<file path="config.mk">
export PLATFORM = sky130hd
export DESIGN_NAME = dtree_feature_loader
export DESIGN_NICKNAME = d
export VERILOG_FILES = /design/src/rtl/dtree_feature_loader_pkg.sv /design/src/rtl/dtree_feature_loader.sv
export SDC_FILE = /design/constraint.sdc
export NUM_CORES = 1
export LEC_CHECK = 0
export ABC_AREA = 1
export BUFFER_PORTS_ARGS = -buffer_cell sky130_fd_sc_hd__clkbuf_2
export CORE_AREA = 4 4 83 77
export CTS_CLUSTER_DIAMETER = 120
export DETAILED_ROUTE_END_ITERATION = 6
export DIE_AREA = 0 0 87 81
export PLACE_DENSITY_LB_ADDON = 0.08
export SLEW_MARGIN = 20
export SYNTH_ARGS = -nofsm -noshare
export SYNTH_HDL_FRONTEND = slang
export SYNTH_SLANG_ARGS = --single-unit
</file>
<file path="constraint.sdc">
create_clock -name clk -period 5.2 [get_ports clk]
set_input_delay 0.26 -clock clk [delete_from_list [all_inputs] [get_ports clk]]
set_output_delay 0.26 -clock clk [all_outputs]
set_load 0.005 [all_outputs]
</file>
<file path="src/rtl/dtree_feature_loader_pkg.sv">
// -----------------------------------------------------------------------------
// dtree_feature_loader_pkg
//
// Purpose: shared constants and types for the decision-tree feature loader.
//          Holds the frame geometry (feature count, feature width), the class
//          width, the wait-counter width, the loader FSM state encoding and
//          the mapping from frame slot index to the named tree feature.
//
// Contents:
//   FEAT_NUM  - number of feature bytes in one frame
//   FEAT_W    - width of a single feature
//   CLS_W     - width of the class returned by the tree
//   WAIT_W    - width of the class-capture wait counter (holds 1..15)
//   state_e   - loader FSM states
//   SLOT_X*   - frame slot index carrying each named feature
// -----------------------------------------------------------------------------
package dtree_feature_loader_pkg;

    localparam int FEAT_NUM = 7;
    localparam int FEAT_W   = 8;
    localparam int CLS_W    = 5;
    localparam int WAIT_W   = 4;

    // Frame order on the byte stream: X6 arrives first, X278 last.
    localparam int SLOT_X6   = 0;
    localparam int SLOT_X13  = 1;
    localparam int SLOT_X169 = 2;
    localparam int SLOT_X236 = 3;
    localparam int SLOT_X251 = 4;
    localparam int SLOT_X260 = 5;
    localparam int SLOT_X278 = 6;

    typedef enum logic [1:0] {
        ST_COLLECT = 2'd0,
        ST_DROP    = 2'd1,
        ST_EVAL    = 2'd2,
        ST_HOLD    = 2'd3
    } state_e;

endpackage

</file>
<file path="src/rtl/dtree_feature_loader.sv">
// -----------------------------------------------------------------------------
// dtree_feature_loader
//
// Purpose: collects a frame of feature bytes from a valid/ready stream into a
//          registered feature vector that feeds an external combinational
//          decision tree, waits CLS_WAIT cycles for the tree to settle, then
//          captures the tree's class and offers it on a valid/ready output.
//          Frames whose in_last marker does not line up with the final slot
//          raise a one-cycle frame_err; overlong frames are drained until
//          their in_last byte.
//
// Parameters:
//   NFEAT     - feature bytes per frame (the named outputs assume 7)
//   CLS_WAIT  - cycles between feature presentation and class capture (1..15)
//
// Ports:
//   clk, rst                 - clock, asynchronous active-high reset
//   in_valid/in_ready        - feature byte handshake
//   in_data, in_last         - feature byte and end-of-frame marker
//   X6 .. X278               - registered features driven to the tree
//   cls_in                   - class from the tree
//   out_valid/out_ready      - result handshake
//   out_class                - captured class
//   frame_err                - one-cycle pulse on malformed frame
// -----------------------------------------------------------------------------
module dtree_feature_loader
    import dtree_feature_loader_pkg::*;
#(
    parameter int NFEAT    = FEAT_NUM,
    parameter int CLS_WAIT = 1
) (
    input  logic              clk,
    input  logic              rst,
    input  logic              in_valid,
    output logic              in_ready,
    input  logic [FEAT_W-1:0] in_data,
    input  logic              in_last,
    output logic [FEAT_W-1:0] X6,
    output logic [FEAT_W-1:0] X13,
    output logic [FEAT_W-1:0] X169,
    output logic [FEAT_W-1:0] X236,
    output logic [FEAT_W-1:0] X251,
    output logic [FEAT_W-1:0] X260,
    output logic [FEAT_W-1:0] X278,
    input  logic [CLS_W-1:0]  cls_in,
    output logic              out_valid,
    input  logic              out_ready,
    output logic [CLS_W-1:0]  out_class,
    output logic              frame_err
);

    localparam int IDX_W = (NFEAT > 1) ? $clog2(NFEAT) : 1;
    localparam logic [IDX_W-1:0]  IDX_LAST  = IDX_W'(NFEAT - 1);
    localparam logic [WAIT_W-1:0] WAIT_LOAD = WAIT_W'(CLS_WAIT);

    state_e             state_q, state_d;
    logic [IDX_W-1:0]   idx_q, idx_d;
    logic [WAIT_W-1:0]  wait_q, wait_d;
    logic [CLS_W-1:0]   class_q, class_d;
    logic               valid_q, valid_d;
    logic               err_q, err_d;
    logic [FEAT_W-1:0]  feat_q [NFEAT];
    logic [NFEAT-1:0]   slot_we;
    logic               accept;
    logic               idx_at_last;

    assign in_ready    = (state_q == ST_COLLECT) || (state_q == ST_DROP);
    assign accept      = in_valid && in_ready;
    assign idx_at_last = (idx_q == IDX_LAST);

    // Next-state logic. Only COLLECT writes feature slots, so the vector
    // seen by the tree is frozen while EVAL waits and HOLD offers the class.
    // A short frame leaves untouched slots with the previous frame's bytes.
    always_comb begin
        state_d = state_q;
        idx_d   = idx_q;
        wait_d  = wait_q;
        class_d = class_q;
        valid_d = valid_q;
        err_d   = 1'b0;
        slot_we = '0;

        case (state_q)
            ST_COLLECT: begin
                if (accept) begin
                    for (int i = 0; i < NFEAT; i++) begin
                        if (idx_q == IDX_W'(i)) begin
                            slot_we[i] = 1'b1;
                        end
                    end
                    if (idx_at_last) begin
                        idx_d = '0;
                        if (in_last) begin
                            wait_d  = WAIT_LOAD;
                            state_d = ST_EVAL;
                        end else begin
                            // Overlong frame: report once, then drain the rest.
                            err_d   = 1'b1;
                            state_d = ST_DROP;
                        end
                    end else if (in_last) begin
                        err_d = 1'b1;
                        idx_d = '0;
                    end else begin
                        idx_d = idx_q + IDX_W'(1);
                    end
                end
            end

            ST_DROP: begin
                if (accept && in_last) begin
                    state_d = ST_COLLECT;
                end
            end

            // The counter counts down to zero and the capture happens on the
            // following edge, giving CLS_WAIT+1 cycles from last byte to valid.
            ST_EVAL: begin
                if (wait_q == '0) begin
                    class_d = cls_in;
                    valid_d = 1'b1;
                    state_d = ST_HOLD;
                end else begin
                    wait_d = wait_q - WAIT_W'(1);
                end
            end

            ST_HOLD: begin
                if (valid_q && out_ready) begin
                    valid_d = 1'b0;
                    state_d = ST_COLLECT;
                end
            end

            default: begin
                state_d = ST_COLLECT;
                idx_d   = '0;
                valid_d = 1'b0;
            end
        endcase
    end

    // Control state register.
    always_ff @(posedge clk or posedge rst) begin
        if (rst) begin
            state_q <= ST_COLLECT;
            idx_q   <= '0;
            wait_q  <= '0;
            class_q <= '0;
            valid_q <= 1'b0;
            err_q   <= 1'b0;
        end else begin
            state_q <= state_d;
            idx_q   <= idx_d;
            wait_q  <= wait_d;
            class_q <= class_d;
            valid_q <= valid_d;
            err_q   <= err_d;
        end
    end

    // Feature slot registers, one write enable per slot.
    always_ff @(posedge clk or posedge rst) begin
        if (rst) begin
            for (int i = 0; i < NFEAT; i++) begin
                feat_q[i] <= '0;
            end
        end else begin
            for (int i = 0; i < NFEAT; i++) begin
                if (slot_we[i]) begin
                    feat_q[i] <= in_data;
                end
            end
        end
    end

    assign X6   = feat_q[SLOT_X6];
    assign X13  = feat_q[SLOT_X13];
    assign X169 = feat_q[SLOT_X169];
    assign X236 = feat_q[SLOT_X236];
    assign X251 = feat_q[SLOT_X251];
    assign X260 = feat_q[SLOT_X260];
    assign X278 = feat_q[SLOT_X278];

    assign out_valid = valid_q;
    assign out_class = class_q;
    assign frame_err = err_q;

endmodule

</file>
# Word-level counts from Yosys, hierarchy flattened

Index checks and enable logic that the tools add are counted.

Flip-flop bits (word level): 72

Add/sub/neg operators: 2
Equality and inequality tests: 16
Multiplexer cells: 31
Reductions and logical operators: 14

Operators by type and width:

| operator                                                           | number |
|---|---|
| 4-bit 2-to-1 mux                                                   | 4 |
| 1-bit 2-to-1 mux                                                   | 14 |
| 7-bit 2-to-1 mux                                                   | 2 |
| 2-bit 2-to-1 mux                                                   | 6 |
| 2-bit != test, second input constant                               | 6 |
| 5-bit AND reduction                                                | 2 |
| 3-bit == test, second input constant                               | 3 |
| 2-bit case mux with 4 select lines                                 | 1 |
| 4-bit case mux with 2 select lines                                 | 1 |
| 3-bit by 2-bit == test with 1-bit output, second input constant    | 2 |
| 3-bit 2-to-1 mux                                                   | 2 |
| 2-bit == test, second input constant                               | 2 |
| 4-bit zero test                                                    | 1 |
| 2-bit AND reduction                                                | 2 |
| 2-bit nonzero test                                                 | 2 |
| 4-bit by 1-bit subtractor with 4-bit output, second input constant | 1 |
| 3-bit by 1-bit adder with 3-bit output, second input constant      | 1 |
| 3-bit by 1-bit == test with 1-bit output, second input constant    | 1 |
| 1-bit logical AND                                                  | 3 |
| 3-bit zero test                                                    | 1 |
| 3-bit AND reduction                                                | 1 |
| 2-bit by 1-bit == test with 1-bit output, second input constant    | 1 |
| 2-bit zero test                                                    | 1 |
| 2-bit by 1-bit != test with 1-bit output, second input constant    | 1 |
| other kinds (2)                                                    | 2 |

# Longest topological paths before layout

Depth after elaboration: 6
Depth in mapped cells: 8
Mapped depth without buffers: 8

# Least setup slack after synthesis

No wires, ideal clock.

Kind: register -> register
Start point: reg idx_q[0]
End point: reg feat_q, in the netlist X278[0]
Library setup time: 130 ps
Arrival time: 1303 ps
Required time: 5070 ps
Setup slack: 3768 ps
Stages on the path, launching flop included: 9
Cells stage by stage: dfrtp_1 -> inv_1 -> ha_1 -> nand2_1 -> inv_1 -> nand3_1 -> buf_2 -> nand2_1 -> o21ai_0

Longest elaborated chain between the ends: 4

Ends and longest elaborated chain:

| what                           | RTL line                    | source |
|---|---|---|
| start: declaration             | dtree_feature_loader.sv:57  | `logic [IDX_W-1:0] idx_q, idx_d;` |
| start signal: assignment       | dtree_feature_loader.sv:154 | `idx_q <= idx_d;` |
| 3-bit == test                  | dtree_feature_loader.sv:87  | `if (idx_q == IDX_W'(i)) begin` |
| 1-bit 2-to-1 mux               | dtree_feature_loader.sv:87  |  |
| 7-bit 2-to-1 mux               | dtree_feature_loader.sv:85  | `if (accept) begin` |
| 7-bit 2-to-1 mux               | dtree_feature_loader.sv:83  | `case (state_q)` |
| end signal: indexed assignment | dtree_feature_loader.sv:171 | `feat_q[i] <= in_data;` |
| end: declaration               | dtree_feature_loader.sv:62  | `logic [FEAT_W-1:0] feat_q [NFEAT];` |

No other way between the ends.
A chain may end at the register's enable or synchronous reset.

# Final worst setup path

Start point: reg idx_q[0]
End point: reg feat_q, in the netlist X278[5]

The elaborated chain is that of the path after synthesis.

==> run_results.csv <==
group,metric,value,unit
logic_synthesis,postSynthAreaPerCell,10.0,µm²
critical_path,kind_of_capture_point_of_the_worst_setup_path,"register",
final_layout,layout.core_utilization,64.8,%
logic_synthesis,main_combinational_cell_family_by_area_after_synthesis,"simple AND/OR/NAND/NOR gates",
routing,routed-via-count,2261,
critical_path,critPathLaunchType,"register",
critical_path,timing.critical_path.required,5.44,ns
cts,tritoncts,"yes",
routing,final_antenna_net_count,0,
final_layout,nFillCells,476,
cts,ctsRootBufferMaster,"sky130_fd_sc_hd__clkbuf_8",
routing,drc_errors,0,
grt,number_of_global_route_vias_before_repair,2148,
grt,grt.total_usage,19.9,%
floorplanning,num_io_pins,82,
worst_hold_path,hp-class,"in2reg",
critical_path,timing.critical_path.from,"idx_q[0]",
final_layout,area.growth.synth_to_final,20.5,%
grt,antenna_violations_before_repair,0,
timing,max-slew-margin-rel,39.7,%
place,numPlacedInstances,442,
place,dpl_cell_area,3410,µm²
floorplanning,dieHeight,81,µm
logic_synthesis,post_synth_fa_ha_maj_area_fraction,2.93,%
cts,ctsHoldBuffers,0,
logic_synthesis,synth_area_leader_cell,"sky130_fd_sc_hd__dfrtp_1",
critical_path,worst-path-max-fanout,16,
timing,finClkSkew,0.00714,ns
timing,finalSetupViolCount,0,
routing,viasPerCell,4.94,
critical_path,regToRegEndpoint,"X278[5]",
final_layout,total_number_of_nets_in_the_final_design,408,
logic_synthesis,yosys_register_bits,72,
timing,report.final.slew_viol_count,0,
place,finalWeightedCongestion,0.848,
routing,detail_route.first_pass.iterations,6,
floorplanning,design.core.area,5560,µm²
critical_path,r2r-start,"idx_q[0]",
floorplanning,initial_core_util,53.8,%
grt,grt_first_pass_wirelength,10700,µm
critical_path,worst-r2r-setup-slack,3.49,ns
routing,routed_wire_length_per_instance,14.2,µm
timing,timing.fmax,584,MHz
logic_synthesis,post_synth_mux_area_share,0,%
place,port-buffer-count,81,
critical_path,timing.reg2reg.worst_path_depth,6,
final_layout,multi_input_area,1020,µm²
grt,grt_overflow_total,0,
power,maximum_vdd_drop,306,µV
cts,cts.path.max_buffers,2,
critical_path,critical_path.endpoint,"X278[5]",
routing,wirelength,6520,µm
final_layout,final_cell_count_no_fill,458,
cts,tritoncts_buffer_count,9,
timing,final_cycle_share,32.9,%
cts,cts-resized-gates,0,
floorplanning,dieArea,7050,µm²
logic_synthesis,synth-warning-count,0,
logic_synthesis,synth_compound_gate_area_share,12.1,%
critical_path,timing_worst_setup_path_type,"reg2reg",
logic_synthesis,net_count_after_synthesis,323,
logic_synthesis,netlist.area_leader.share,60.2,%
logic_synthesis,simple_logic_cell_fraction_of_the_synthesized_area,18.9,%
floorplanning,fp.dieW,87,µm
logic_synthesis,ys_seq_area_share,60.2,%
cts,post_cts_buffers,0,
grt,grt_max_degree,73,
logic_synthesis,ys_top_cells_by_area,"sky130_fd_sc_hd__dfrtp_1, sky130_fd_sc_hd__nand2_1, sky130_fd_sc_hd__o21ai_0, sky130_fd_sc_hd__o21ai_1, sky130_fd_sc_hd__ha_1",
timing,tightest_slew,0.905,ns
timing,clock_period_minus_worst_slack,1.71,ns
timing,setup_total_negative_slack,0,ns
cts,clock_pin_transition_on_the_worst_setup_and_hold_timing_paths,0.07,ns
power,total_leakage_power,1.93,nW
timing,rsz0062_at_grt,"no",
power,totalPowerFinal,0.00216,W
outcome,status,"completed",
job,drv.max_cap_violation_count,0,
routing,drt_first_iter_violations,125,
floorplanning,row_count,26,
place,dp.final_hpwl,4690,µm
logic_synthesis,syn-instance-count,298,
critical_path,timing.critical_path.arrival,1.95,ns
cts,clock_sink_count,72,
final_layout,final_design_area_no_fill,3610,µm²
power,p_per_area,599,nW/µm²
logic_synthesis,synth_cell_type_count,25,
logic_synthesis,synthesis.area,2990,µm²
final_layout,n_antenna_cell,0,
cts,cts.htree.levels,3,
timing,finalHoldViolations,0,
final_layout,area_taken_by_flip_flops_and_latches,1800,µm²
cts,insertion_delay,0.33,ns
logic_synthesis,xor_xnor_share_of_the_synthesized_area,0,%
final_layout,drive_above_1_share,30.4,%
cell type report:
class	instances	area share, %
sequential	72	49.9
inverter	24	2.50
clock buffer	13	4.41
clock inverter	3	1.11
multi-input combinational	194	28.2
timing repair buffer	82	11.4
tap	70	2.43
critical path, cell delays in order (launching register included):
cell                      delay [ns]
sky130_fd_sc_hd__dfrtp_1        0.42
sky130_fd_sc_hd__inv_1          0.10
sky130_fd_sc_hd__ha_1           0.25
sky130_fd_sc_hd__nand2_1        0.09
sky130_fd_sc_hd__inv_1          0.08
sky130_fd_sc_hd__nand3_1        0.36
sky130_fd_sc_hd__o21ai_0        0.32
routing by layer:
metal,GRT usage (%),wire length [µm],up-vias,part of all wire [%]
li1,-,-,1141,-
met1,27.7,3060,1047,47
met2,29.7,2900,65,44
met3,6.09,491,8,7.5
met4,7.01,74,0,1.1
met5,0,0,-,0
stage by stage:
stage                     hold WS [ns]  setup WS [ns]
after floorplan                  0.377           3.12
after global placement           0.458           3.56
after detailed placement         0.460           3.49
after CTS                        0.118           3.47
after global routing             0.134           3.29
final                            0.130           3.49
where the power goes:
part / internal, W / switching, W
registers: 0.000815 / 0.000162
clock network: 0.000247 / 0.000194
logic: 0.000333 / 0.000410
total: 0.00140 / 0.000766
flip-flops by register name (all words and copies together) (netlist names), 2 cells and up:
name,count
X6,8
X260,8
wait_q,4
idx_q,3
X251,8
X13,8
out_class,5
X278,8
X169,8
X236,8
state_q,2
how the worst min path moves through the flow:
stage	from	to	slack, ns	depth (start not counted)
6_report	cls_in[1]	out_class[1]	0.13	3
5_1_grt	cls_in[4]	out_class[4]	0.13	3
4_1_cts	cls_in[2]	out_class[2]	0.12	3
3_5_place_dp	out_class[0]	out_class[0]	0.46	2
3_3_place_gp	out_class[2]	out_class[2]	0.46	2
2_1_floorplan	cls_in[0]	out_class[0]	0.38	2
kinds of logic after synthesis:
kind of cell / count (synthesis)
AO/OA/AOI/OAI: 64
AND/OR/NAND/NOR: 123
flip-flops: 72
adder cells (fa/ha/maj): 7
buffers and inverters: 32
synthesized netlist by cell type:
master	count
sky130_fd_sc_hd__dfrtp_1	72
sky130_fd_sc_hd__ha_1	7
sky130_fd_sc_hd__nand3_4	4
sky130_fd_sc_hd__a31o_2	1
sky130_fd_sc_hd__o21ai_2	10
sky130_fd_sc_hd__nor2_1	8
sky130_fd_sc_hd__buf_2	2
sky130_fd_sc_hd__nand3_1	8
sky130_fd_sc_hd__buf_12	1
sky130_fd_sc_hd__nand2_2	1
sky130_fd_sc_hd__nand2_4	1
sky130_fd_sc_hd__nor2_2	1
sky130_fd_sc_hd__inv_1	23
sky130_fd_sc_hd__buf_6	5
sky130_fd_sc_hd__nand4_1	3
sky130_fd_sc_hd__nand3_2	1
sky130_fd_sc_hd__nor2_4	1
sky130_fd_sc_hd__nand2_1	92
sky130_fd_sc_hd__nor3_1	2
sky130_fd_sc_hd__o22ai_1	1
sky130_fd_sc_hd__o21ai_1	22
sky130_fd_sc_hd__a21oi_1	2
sky130_fd_sc_hd__inv_2	1
sky130_fd_sc_hd__and2_1	1
sky130_fd_sc_hd__o21ai_0	28
cell usage in the layout (no fill, tap or decap), types with 2 or more instances in the layout:
cell type,netlist,layout
sky130_fd_sc_hd__nand2_1,92,92
sky130_fd_sc_hd__clkbuf_2,0,81
sky130_fd_sc_hd__dfrtp_1,72,72
sky130_fd_sc_hd__o21ai_0,28,28
sky130_fd_sc_hd__inv_1,23,22
sky130_fd_sc_hd__o21ai_1,22,22
sky130_fd_sc_hd__clkbuf_8,0,11
sky130_fd_sc_hd__o21ai_2,10,10
sky130_fd_sc_hd__nand3_1,8,8
sky130_fd_sc_hd__nor2_1,8,8
sky130_fd_sc_hd__ha_1,7,7
sky130_fd_sc_hd__nand3_4,4,4
sky130_fd_sc_hd__nand4_1,3,3
sky130_fd_sc_hd__inv_2,1,2
sky130_fd_sc_hd__a21oi_1,2,2
sky130_fd_sc_hd__nor3_1,2,2
sky130_fd_sc_hd__clkinv_2,0,2
sky130_fd_sc_hd__clkbuf_1,0,2
(Power assumes the default switching activity.)
